**config.mk**
```make
export PLATFORM = sky130hd
export DESIGN_NAME = uart_echo_buffer
export DESIGN_NICKNAME = d
export VERILOG_FILES = /design/src/rtl/uart_pkg.sv /design/src/rtl/uart_sat_counter.sv /design/src/rtl/uart_echo_buffer.sv
export SDC_FILE = /design/constraint.sdc
export NUM_CORES = 1
export LEC_CHECK = 0
export BUFFER_PORTS_ARGS = -buffer_cell sky130_fd_sc_hd__buf_2
export CORE_AREA = 2 2 210 129
export CTS_CLUSTER_SIZE = 12
export DETAILED_ROUTE_END_ITERATION = 8
export DIE_AREA = 0 0 212 131
export GPL_ROUTABILITY_DRIVEN = 0
export PLACE_DENSITY_LB_ADDON = 0.12
export SYNTH_ARGS = -nofsm -noshare
export SYNTH_HDL_FRONTEND = slang
export SYNTH_SLANG_ARGS = --single-unit
```
**constraint.sdc**
```tcl
create_clock -name clk -period 4.2 [get_ports clk]
set_input_delay 0.42 -clock clk [delete_from_list [all_inputs] [get_ports clk]]
set_output_delay 0.42 -clock clk [all_outputs]
set_load 0.05 [all_outputs]
```
**src/rtl/uart_pkg.sv**
```systemverilog
`default_nettype none
// ============================================================================
// uart_pkg : shared UART constants, payload type and pointer-width helper
// Revision : 1.0
// ============================================================================
package uart_pkg;

    localparam int CLK_FREQ    = 50_000_000;
    localparam int BAUDRATE    = 115_200;
    localparam int UART_DATA_W = 8;

    typedef logic [UART_DATA_W-1:0] uart_data_t;

    // Pointer width: address bits plus one wrap bit.
    function automatic int ptr_w(input int depth);
        return $clog2(depth) + 1;
    endfunction

endpackage
`default_nettype wire

```
**src/rtl/uart_sat_counter.sv**
```systemverilog
`default_nettype none
// ============================================================================
// uart_sat_counter : up-counter that sticks at all-ones
// Revision : 1.0
// ============================================================================
module uart_sat_counter #(
    parameter int CNT_W = 8
) (
    input  logic             clk,
    input  logic             rst_n,
    input  logic             inc,
    output logic [CNT_W-1:0] count
);

    always_ff @(posedge clk or negedge rst_n) begin
        if (!rst_n) begin
            count <= '0;
        end else if (inc && (count != {CNT_W{1'b1}})) begin
            count <= count + 1'b1;
        end
    end

endmodule
`default_nettype wire

```
**src/rtl/uart_echo_buffer.sv**
```systemverilog
`default_nettype none
// ============================================================================
// uart_echo_buffer : single-clock RX-to-TX echo FIFO with overflow policy,
//                    flush and saturating overflow/error counters
// Revision : 1.0
// ============================================================================
module uart_echo_buffer
    import uart_pkg::*;
#(
    parameter int DATA_W = 8,
    parameter int DEPTH  = 16,
    parameter int CNT_W  = 8
) (
    input  logic                   clk,
    input  logic                   rst_n,
    input  logic                   rx_valid,
    input  logic [DATA_W-1:0]      rx_data,
    input  logic                   rx_err,
    output logic                   tx_valid,
    output logic [DATA_W-1:0]      tx_data,
    input  logic                   tx_ready,
    input  logic                   cfg_echo_en,
    input  logic                   cfg_overwrite,
    input  logic                   cfg_flush,
    output logic [$clog2(DEPTH):0] level,
    output logic                   full,
    output logic                   empty,
    output logic [CNT_W-1:0]       ovf_count,
    output logic [CNT_W-1:0]       err_count
);

    localparam int PW = ptr_w(DEPTH);
    localparam int AW = PW - 1;

    logic [DATA_W-1:0] mem [DEPTH];
    logic [PW-1:0]     head;
    logic [PW-1:0]     tail;

    logic push;
    logic pop;
    logic wr_en;
    logic ovr_adv;
    logic ovf_inc;
    logic err_inc;

    assign empty    = (head == tail);
    assign full     = (head[AW-1:0] == tail[AW-1:0]) && (head[AW] != tail[AW]);
    assign level    = tail - head;
    assign tx_valid = ~empty;
    assign tx_data  = mem[head[AW-1:0]];

    assign push = rx_valid & ~rx_err & cfg_echo_en;
    assign pop  = tx_valid & tx_ready;

    // A push into a full FIFO only lands if a pop frees the slot or the
    // overwrite policy evicts the oldest entry; flush cancels everything.
    assign wr_en   = push & ~cfg_flush & (~full | pop | cfg_overwrite);
    assign ovr_adv = push & ~cfg_flush & full & ~pop & cfg_overwrite;
    assign ovf_inc = push & ~cfg_flush & full & ~pop;
    assign err_inc = rx_valid & rx_err;

    always_ff @(posedge clk or negedge rst_n) begin
        if (!rst_n) begin
            head <= '0;
            tail <= '0;
        end else if (cfg_flush) begin
            head <= tail;
        end else begin
            if (wr_en) begin
                tail <= tail + 1'b1;
            end
            if (pop || ovr_adv) begin
                head <= head + 1'b1;
            end
        end
    end

    always_ff @(posedge clk) begin
        if (wr_en) begin
            mem[tail[AW-1:0]] <= rx_data;
        end
    end

    uart_sat_counter #(.CNT_W(CNT_W)) u_ovf_cnt (
        .clk   (clk),
        .rst_n (rst_n),
        .inc   (ovf_inc),
        .count (ovf_count)
    );

    uart_sat_counter #(.CNT_W(CNT_W)) u_err_cnt (
        .clk   (clk),
        .rst_n (rst_n),
        .inc   (err_inc),
        .count (err_count)
    );

endmodule
`default_nettype wire

```
==> flow_metrics.py, run 1 <==
metrics = {
    "status": {
        "run_status": "completed",
    },
    "timing": {
        "clock-skew-final_ns": 0.009082,
        "setup_ws_ns": 0.9535,
        "finalSetupTns_ns": 0,
        "period_share_pct": 77.30,
        "max_freq_mhz": 308.0,
        "hold_viol": 0,
        "rsz0062_at_grt": "false",
        "setup_viol": 0,
        "slew_violations": 0,
        "min_period_ns": 3.247,
        "whs_ns": 0.01704,
        "worst_pin_slew_ns": 0.7724,
        "relSlewSlack_pct": 47.83,
    },
    "clocking": {
        "cts.htree.levels": 4,
        "cts_resized": 0,
        "cts.sinks": 154,
        "cts_root_buffer": "clkbuf_16",
        "clkTransAtPathRegs_ns": 0.07,
        "cts_hold_buffers": 0,
        "worstSkewPairLatency_ns": 0.42,
        "post-cts-setup-buffer-count": 0,
        "numCtsBuffers": 17,
        "cts_tree": "done",
        "cts_buffer_depth": 2,
    },
    "global_routing": {
        "use_met2_pct": 15.66,
        "grt_pass1_vias": 3257,
        "antenna_found_initial": 0,
        "grt_pass1_wl_mm": 22.74,
        "grt_util_met3_pct": 2.749,
        "grt_max_degree": 27,
        "grt_busiest_layer": "met1",
        "met1_usage_pct": 18.73,
        "grt-ovfl-total": 0,
        "grt_usage_pct": 11.78,
    },
    "floorplanning": {
        "initial_core_util_pct": 24.53,
        "core_um2": 25960,
        "io_pins": 48,
        "die_area_um2": 27770,
        "std_cell_rows": 46,
        "fp.dieW_um": 212,
        "die_h_um": 131,
    },
    "critical_path": {
        "r2r_end": "mem[13][2]",
        "r2r_cells": 8,
        "critPathArrivalTime_ns": 2.83,
        "r2r-start": "head[3]",
        "required_ns": 3.78,
        "end_kind": "output pin",
        "critPathLaunchType": "flip-flop",
        "worstSetupPathType": "flip-flop to output pin",
        "worstPathMaxFanout": 17,
        "r2r_setup_slack_ns": 1.41,
    },
    "detailed_routing": {
        "postRouteAntennaNets": 0,
        "drt-total-wl_mm": 15.62,
        "vias_per_cell": 4.297,
        "post_drt_wl_per_cell_um": 19.58,
        "drcViolationCount": 0,
        "drt-pass1-iter-count": 4,
        "drtIter0Drc": 378,
        "vias": 3429,
    },
    "cells_and_area": {
        "drive_above_1_share_pct": 33.56,
        "area_delta_synth_final_pct": 21.77,
        "final_core_util_pct": 29.87,
        "num-nets-final": 453,
        "diodes": 0,
        "fillerInstances": 2549,
    },
    "place": {
        "preCtsSetupSlack_ns": 1.328,
        "dp.final_hpwl_mm": 10.67,
        "io_buffers": 47,
    },
    "job": {
        "max-cap-violations": 0,
    },
    "yosys": {
        "yosysTopAreaCellShare_pct": 60.37,
        "yosysWarnings": 0,
        "syn_avg_cell_area_um2": 18.40,
        "yosysMostFrequentCell": "edfxtp_1",
        "syn-instance-count": 346,
        "yosysSeqAreaShare_pct": 70.58,
        "syn_area_um2": 6367,
        "synth_common_cells": "128 x edfxtp_1, 40 x mux4_2, 26 x dfrtp_1, 19 x nor2_1",
        "ys.flop_type": "edfxtp_1",
        "synth_area_leader_cell": "edfxtp_1",
        "syn_nets": 374,
        "synthArstFlopShare_pct": 16.88,
        "synth-edff-count": 128,
        "synth_cell_types": 36,
        "ys_seq_elements": 154,
        "ys_top_cells_by_area": "edfxtp_1 60%, mux4_2 14%, dfrtp_1 10%",
    },
    "power_and_ir_drop": {
        "powerDensity_nw_per_um2": 668.0,
        "power_leakage_nw": 2.759,
        "ir_worst_vdd_v": 0.0002459,
    },
    "min_path": {
        "hold_path.class": "primary input to asynchronous set/reset pin",
    },
}
critical path: stages (launching register included):
cell     delay (ns)
dfrtp_2        0.71
buf_4          0.37
mux4_2         0.57
mux4_2         0.51
buf_2          0.23
cell families (layout without fill, tap and decap cells):
family,count (synthesis),after routing,share of synthesized area (%)
DFF,154,154,70.58
and+or+nand+nor,70,70,5.659
muxes,43,43,14.68
buffers and inverters,28,120,1.729
xor gates and xnor gates,22,22,3.026
AOI/OAI and AO/OA,17,17,1.847
adders and majority gates,12,12,2.476
registers in the layout, indices dropped and copies added (netlist names):
register and count:
u_err_cnt.count 8, head 5, mem 128, u_ovf_cnt.count 8
tail 5
metal layers:
layer,vias to the layer above,share of wire (%)
li1,1536,-
met1,1806,53
met2,78,42
met3,9,4.8
met4,0,0.91
met5,-,0
where the power goes:
group | total, mW | leakage (nW) | internal, mW | switching, mW
Combinational | 1.85 | 0.996 | 0.635 | 1.21
Clock | 1.45 | 0.277 | 0.783 | 0.668
Sequential | 1.88 | 1.49 | 1.74 | 0.148
placed cells by master (no fill, tap or decap), types with 3 or more instances in the layout:
cell       instances
a31oi_1            4
buf_2             47
buf_4             26
clkbuf_16         17
dfrtp_1           25
edfxtp_1         128
ha_1              11
inv_1             14
inv_6              3
inv_8              6
mux4_2            40
nand2_1           13
nand2b_1           3
nand3_1            6
nand4_1            7
nor2_1            19
nor3_1             8
o31ai_1            3
or4_1              4
xnor2_1           14
xor2_1             8
through the flow:
stage / cell area, um^2 / instances / total power [mW]
finish: 7754 / 798 / 5.180
global route: 7754 / 798 / 5.426
CTS: 7754 / 798 / 5.257
detailed placement: 7196 / 766 / 3.796
global placement: 7196 / 766 / 3.794
floorplan: 6367 / 346 / 3.277
worst max path at each step:
stage | from | to | slack [ns] | cells after the start
after global placement | head[0] | tx_data[5] | 1.33 | 4
after detailed placement | head[0] | tx_data[5] | 1.33 | 4
after global routing | head[0] | tx_data[5] | 0.81 | 4
final | head[0] | tx_data[5] | 0.95 | 4
after CTS | head[0] | tx_data[5] | 0.87 | 4
after floorplan | head[1] | mem[3][0] | 0.93 | 8
area by class of cell:
class	instances	area, um^2	share of cell area, %
inverter	15	56.30	0.7262
tap	360	450.4	5.809
multi-input combinational	164	1763	22.74
timing repair buffer	73	430.4	5.551
clock inverter	15	132.6	1.711
clock buffer	17	425.4	5.487
sequential	154	4496	57.98
(Power assumes the default switching activity.)
==> run 2: changes to the inputs <==
==> constraint.sdc (replaced) <==
create_clock -name clk -period 3.1 [get_ports clk]
set_input_delay 0.31 -clock clk [delete_from_list [all_inputs] [get_ports clk]]
set_output_delay 0.31 -clock clk [all_outputs]
set_load 0.05 [all_outputs]
==> run 2 against run 1 <==
  * Register-to-register slack got worse by 1.1 ns
  * Core utilization rose by 0.40 points
  * Critical path depth did not move
  * Highest routed layer unchanged
==> flow_metrics.py, run 2 (synthesis results as in run 1) <==
metrics = {
    "clocking": {
        "cts_tree": "done",
        "cts_root_buffer": "clkbuf_16",
        "clkTransAtPathRegs_ns": 0.06,
        "worstSkewPairLatency_ns": 0.42,
        "cts_buffer_depth": 2,
        "numCtsBuffers": 17,
        "cts.htree.levels": 4,
        "cts.sinks": 154,
    },
    "detailed_routing": {
        "post_drt_wl_per_cell_um": 20.68,
        "vias_per_cell": 4.264,
        "postRouteAntennaNets": 0,
        "wl_met3_mm": 1.113,
        "drt-pass1-iter-count": 4,
        "vias": 3424,
        "drcViolationCount": 0,
        "drtIter0Drc": 288,
        "drt-total-wl_mm": 16.61,
        "m1WireLength_mm": 8.668,
        "routed.top_layer": "met4",
        "route.met2.wl_mm": 6.774,
    },
    "timing": {
        "worst_pin_slew_ns": 0.7615,
        "whs_ns": 0.2063,
        "rsz0062_at_grt": "false",
        "slew_violations": 0,
        "max_freq_mhz": 343.4,
        "setup_ws_ns": 0.1877,
        "relSlewSlack_pct": 48.57,
        "hold_viol": 0,
        "setup_viol": 0,
        "period_share_pct": 93.94,
        "min_period_ns": 2.912,
        "clock-skew-final_ns": 0.01130,
    },
    "floorplanning": {
        "die_h_um": 131,
        "std_cell_rows": 46,
        "die_area_um2": 27770,
        "core_um2": 25960,
        "io_pins": 48,
        "initial_core_util_pct": 24.53,
        "fp.dieW_um": 212,
    },
    "power_and_ir_drop": {
        "combinationalPowerShare_pct": 36.2,
        "powerDensity_nw_per_um2": 926.4,
        "seqPwrFrac_pct": 34.0,
        "power.internal_mw": 4.593,
        "pwr-share-clk_pct": 29.8,
        "p_sw_mw": 2.686,
        "p_sw_share_pct": 36.90,
        "ir_worst_vdd_v": 0.0003866,
        "power_leakage_nw": 2.808,
    },
    "cells_and_area": {
        "multi_input_area_um2": 1773,
        "diodes": 0,
        "drive_above_1_share_pct": 34.31,
        "final_common_cell": "edfxtp_1",
        "fillerInstances": 2576,
        "num-nets-final": 458,
        "final_cell_mix": "128 x edfxtp_1, 47 x buf_2, 40 x mux4_2",
        "seq_area_um2": 4497,
        "area_delta_synth_final_pct": 23.40,
        "largest_reg_flops": 128,
    },
    "critical_path": {
        "r2r_cells": 7,
        "worstSetupPathType": "flip-flop to output pin",
        "critPathArrivalTime_ns": 2.60,
        "worstPathMaxFanout": 20,
        "critPathLaunchType": "flip-flop",
        "end_kind": "output pin",
        "required_ns": 2.79,
    },
    "status": {
        "run_status": "completed",
    },
    "min_path": {
        "hold_path.class": "primary input to flip-flop",
        "hold_depth": 2,
    },
    "place": {
        "io_buffers": 47,
        "preCtsSetupSlack_ns": 0.3637,
        "dp.final_hpwl_mm": 11.17,
    },
    "global_routing": {
        "grt_pass1_vias": 3418,
        "grt_pass1_wl_mm": 24.27,
        "grt-ovfl-total": 0,
        "grt_max_degree": 36,
        "antenna_found_initial": 0,
        "grt_usage_pct": 12.74,
    },
    "job": {
        "max-cap-violations": 0,
    },
}
==> run 2: cell count changes in the layout (fill, tap and decap cells not counted), sizes merged <==
cell         previous run  this run
buf                    73        77
bufinv                  0         4
clkbuf                 17        20
clkinv                  5         7
dlygate4sd3             0         1
inv                    24        15
==> run 2: cell type report <==
type | count | area share, %
multi-input combinational | 164 | 22.56
clock buffer | 20 | 5.557
tap | 360 | 5.732
clock inverter | 12 | 2.213
inverter | 15 | 0.7166
sequential | 154 | 57.23
timing repair buffer | 78 | 5.987
==> run 2: metrics by stage <==
stage	instances	utilization, %	setup TNS, ns	power [mW]	area (um^2)
global placement	770	27.88	0	5.221	7237
global route	803	30.27	0	7.670	7858
CTS	803	30.27	0	7.416	7858
detailed placement	770	27.88	0	5.208	7237
finish	803	30.27	0	7.279	7858
floorplan	346	-	-2.378	4.444	6377
==> run 2: timing repair <==
item,CTS,global route
buffers inserted,0,0
hold buffers,1,0
gates resized for setup,0,0
endpoints found under the hold margin,26,0
==> run 2: path summary, 6_finish.rpt <==
kind / startpoint / endpoint / slack, ns
hold / removal: cfg_flush / head[1] / 0.21
setup / recovery: head[0] / tx_data[2] / 0.19
min in group asynchronous: rst_n / u_err_cnt.count[0] / 0.46
max in group asynchronous: rst_n / head[0] / 2.18
hold reg to reg: u_err_cnt.count[6] / u_err_cnt.count[6] / 0.50
setup reg to reg: tail[3] / mem[13][3] / 0.29
==> run 2: routing by layer <==
layer  track usage (%)  vias to the layer above
li1                  -                     1544
met1             20.65                     1804
met2             16.32                       74
met3             3.250                        2
met4             3.231                        0
met5                 0                        -
==> run 2: worst max-delay path: stages, from the launching register on <==
cell,delay (ns)
dfrtp_2,0.40
buf_4,0.37
mux4_2,0.62
mux4_2,0.53
buf_2,0.24
==> run 2: power groups by stage <==
stage | Clock (mW) | Combinational [mW] | Sequential, mW
final | 2.17 | 2.63 | 2.48
after global routing | 2.34 | 2.83 | 2.50
after CTS | 2.24 | 2.70 | 2.48
after detailed placement | 0 | 2.69 | 2.52
after floorplan | 0 | 1.81 | 2.63
after global placement | 0 | 2.71 | 2.52
==> run 3: changes to the inputs <==
--- a/config.mk
+++ b/config.mk
@@ -6,10 +6,10 @@
 export NUM_CORES = 1
 export LEC_CHECK = 0
 export BUFFER_PORTS_ARGS = -buffer_cell sky130_fd_sc_hd__buf_2
-export CORE_AREA = 2 2 210 129
+export CORE_AREA = 2 2 166 103
 export CTS_CLUSTER_SIZE = 12
 export DETAILED_ROUTE_END_ITERATION = 8
-export DIE_AREA = 0 0 212 131
+export DIE_AREA = 0 0 168 105
 export GPL_ROUTABILITY_DRIVEN = 0
 export PLACE_DENSITY_LB_ADDON = 0.12
 export SYNTH_ARGS = -nofsm -noshare
==> run 3 against run 2 <==
  * Via count up 0.91%
  * First-iteration DRC count down 5.6%
  * Die area down 36%
  * Design area down 3.0%
  * Fmax up 0.17%
  * Sequential power up 2%
  * Worst hold slack better by 0.017 ns
==> flow_metrics.py, run 3 (synthesis results as in run 1) <==
metrics = {
    "cells_and_area": {
        "final_common_cell": "edfxtp_1",
        "final_core_util_pct": 47.67,
        "seq_area_um2": 4496,
        "final_cell_mix": "128 x edfxtp_1, 47 x buf_2, 40 x mux4_2",
        "diodes": 0,
        "drive_above_1_share_pct": 33.26,
        "fillerInstances": 1339,
        "multi_input_area_um2": 1773,
        "num-nets-final": 451,
        "area_delta_synth_final_pct": 19.71,
        "largest_reg_flops": 128,
        "final_cells": 645,
        "design_area_um2": 7622,
    },
    "detailed_routing": {
        "post_drt_wl_per_cell_um": 21.94,
        "vias_per_cell": 5.357,
        "postRouteAntennaNets": 0,
        "vias": 3455,
        "drt-total-wl_mm": 14.15,
        "drtIter0Drc": 272,
        "drt-pass1-iter-count": 4,
        "drcViolationCount": 0,
    },
    "critical_path": {
        "critPathLaunchType": "flip-flop",
        "max_stage_delay_ns": 0.66,
        "crit_family": "multiplexers",
        "crit_slowest_cell": "dfrtp_2",
        "end_kind": "output pin",
        "worstSetupPathType": "flip-flop to output pin",
        "required_ns": 2.79,
        "worstPathMaxFanout": 14,
        "path_buf_inv": 2,
        "worstPathCellList": "buf_12 -> mux4_2 -> mux4_2 -> buf_2",
        "critPathArrivalTime_ns": 2.60,
        "cpMostUsedCell": "mux4_2",
    },
    "timing": {
        "whs_ns": 0.2230,
        "min_period_ns": 2.907,
        "relSlewSlack_pct": 53.94,
        "hold_viol": 0,
        "clock-skew-final_ns": 0.01807,
        "period_share_pct": 93.79,
        "worst_pin_slew_ns": 0.6819,
        "slew_violations": 0,
        "setup_viol": 0,
        "max_freq_mhz": 343.9,
        "rsz0062_at_grt": "false",
    },
    "floorplanning": {
        "std_cell_rows": 36,
        "core_um2": 15990,
        "io_pins": 48,
        "die_area_um2": 17640,
        "fp.dieW_um": 168,
        "die_h_um": 105,
        "initial_core_util_pct": 39.82,
    },
    "global_routing": {
        "grt-ovfl-total": 0,
        "grt_usage_pct": 17.16,
        "grt_pass1_vias": 3401,
        "grt_pass1_wl_mm": 21.71,
        "antenna_found_initial": 0,
        "grt_max_degree": 27,
    },
    "clocking": {
        "cts_resized": 0,
        "cts.htree.levels": 4,
        "numCtsBuffers": 17,
        "clkTransAtPathRegs_ns": 0.07,
        "cts_tree": "done",
        "cts_buffer_depth": 2,
        "worstSkewPairLatency_ns": 0.42,
        "cts.sinks": 154,
        "post-cts-setup-buffer-count": 0,
        "cts_root_buffer": "clkbuf_16",
    },
    "place": {
        "dp.final_hpwl_mm": 9.566,
        "place_area_um2": 7019,
        "dp_cells": 612,
        "io_buffers": 47,
    },
    "status": {
        "run_status": "completed",
    },
    "power_and_ir_drop": {
        "ir_worst_vdd_v": 0.0006285,
        "power_leakage_nw": 2.776,
        "powerDensity_nw_per_um2": 931.3,
    },
    "job": {
        "max-cap-violations": 0,
    },
    "min_path": {
        "hold_path.class": "primary input to flip-flop",
    },
}
[run 3: cell types whose count changed in the layout (fill, tap and decap cells not counted), sizes merged]
cell	delta
buf	-7
inv	+6
clkinv	-5
bufinv	-4
clkbuf	+3
[run 3: report_power, final]
part           internal (mW)  switching [mW]  leakage [nW]
registers               2.35           0.177          1.49
logic                  0.890            1.62         0.998
clock network           1.21           0.850         0.293
[run 3: stage by stage]
stage	setup TNS, ns	worst slack (ns)	power [mW]
6_report	0	0.1926	7.099
3_3_place_gp	0	0.5694	5.104
3_5_place_dp	0	0.5440	5.122
4_1_cts	0	0.1105	7.176
2_1_floorplan	-2.378	-0.1486	4.444
5_1_grt	0	0.05748	7.424
[run 3: area by class of cell]
| class | count | area share, % |
|---|---|---|
| Sequential cell | 154 | 58.98 |
| Tap cell | 209 | 3.431 |
| Timing Repair Buffer | 71 | 5.811 |
| Inverter | 15 | 0.7387 |
| Multi-Input combinational cell | 164 | 23.26 |
| Clock buffer | 23 | 6.845 |
| Clock inverter | 9 | 0.9357 |
[run 3: final timing paths]
path | start | to | cells past startpoint | slack [ns]
hold / removal | cfg_flush | head[1] | 3 | 0.22
setup / recovery | head[0] | tx_data[0] | 4 | 0.19
min in group asynchronous | rst_n | u_err_cnt.count[4] | 2 | 0.45
hold reg to reg | u_err_cnt.count[6] | u_err_cnt.count[6] | 1 | 0.50
setup reg to reg | head[0] | u_ovf_cnt.count[6] | 5 | 0.54
max in group asynchronous | rst_n | head[0] | 2 | 2.22
[run 3: what timing repair did]
action,in CTS,in global routing
hold buffers,1,0
setup endpoints to repair,0,0
hold endpoints to repair,26,0
[run 3: metal layers]
layer	wire, um	track usage, %	vias to the layer above
met1	7110	28.51	1844
li1	-	-	1539
met4	32	4.286	0
met3	902	4.167	2
met2	6105	21.99	70
met5	0	0	-
[run 3: worst register-to-register path, delay by kind of cell, from the launching register on]
kind | cells | cell delay (ns)
and+or+nand+nor | 3 | 1.12
muxes | 1 | 0.34
adders and majority gates | 1 | 0.41
DFF | 1 | 0.58
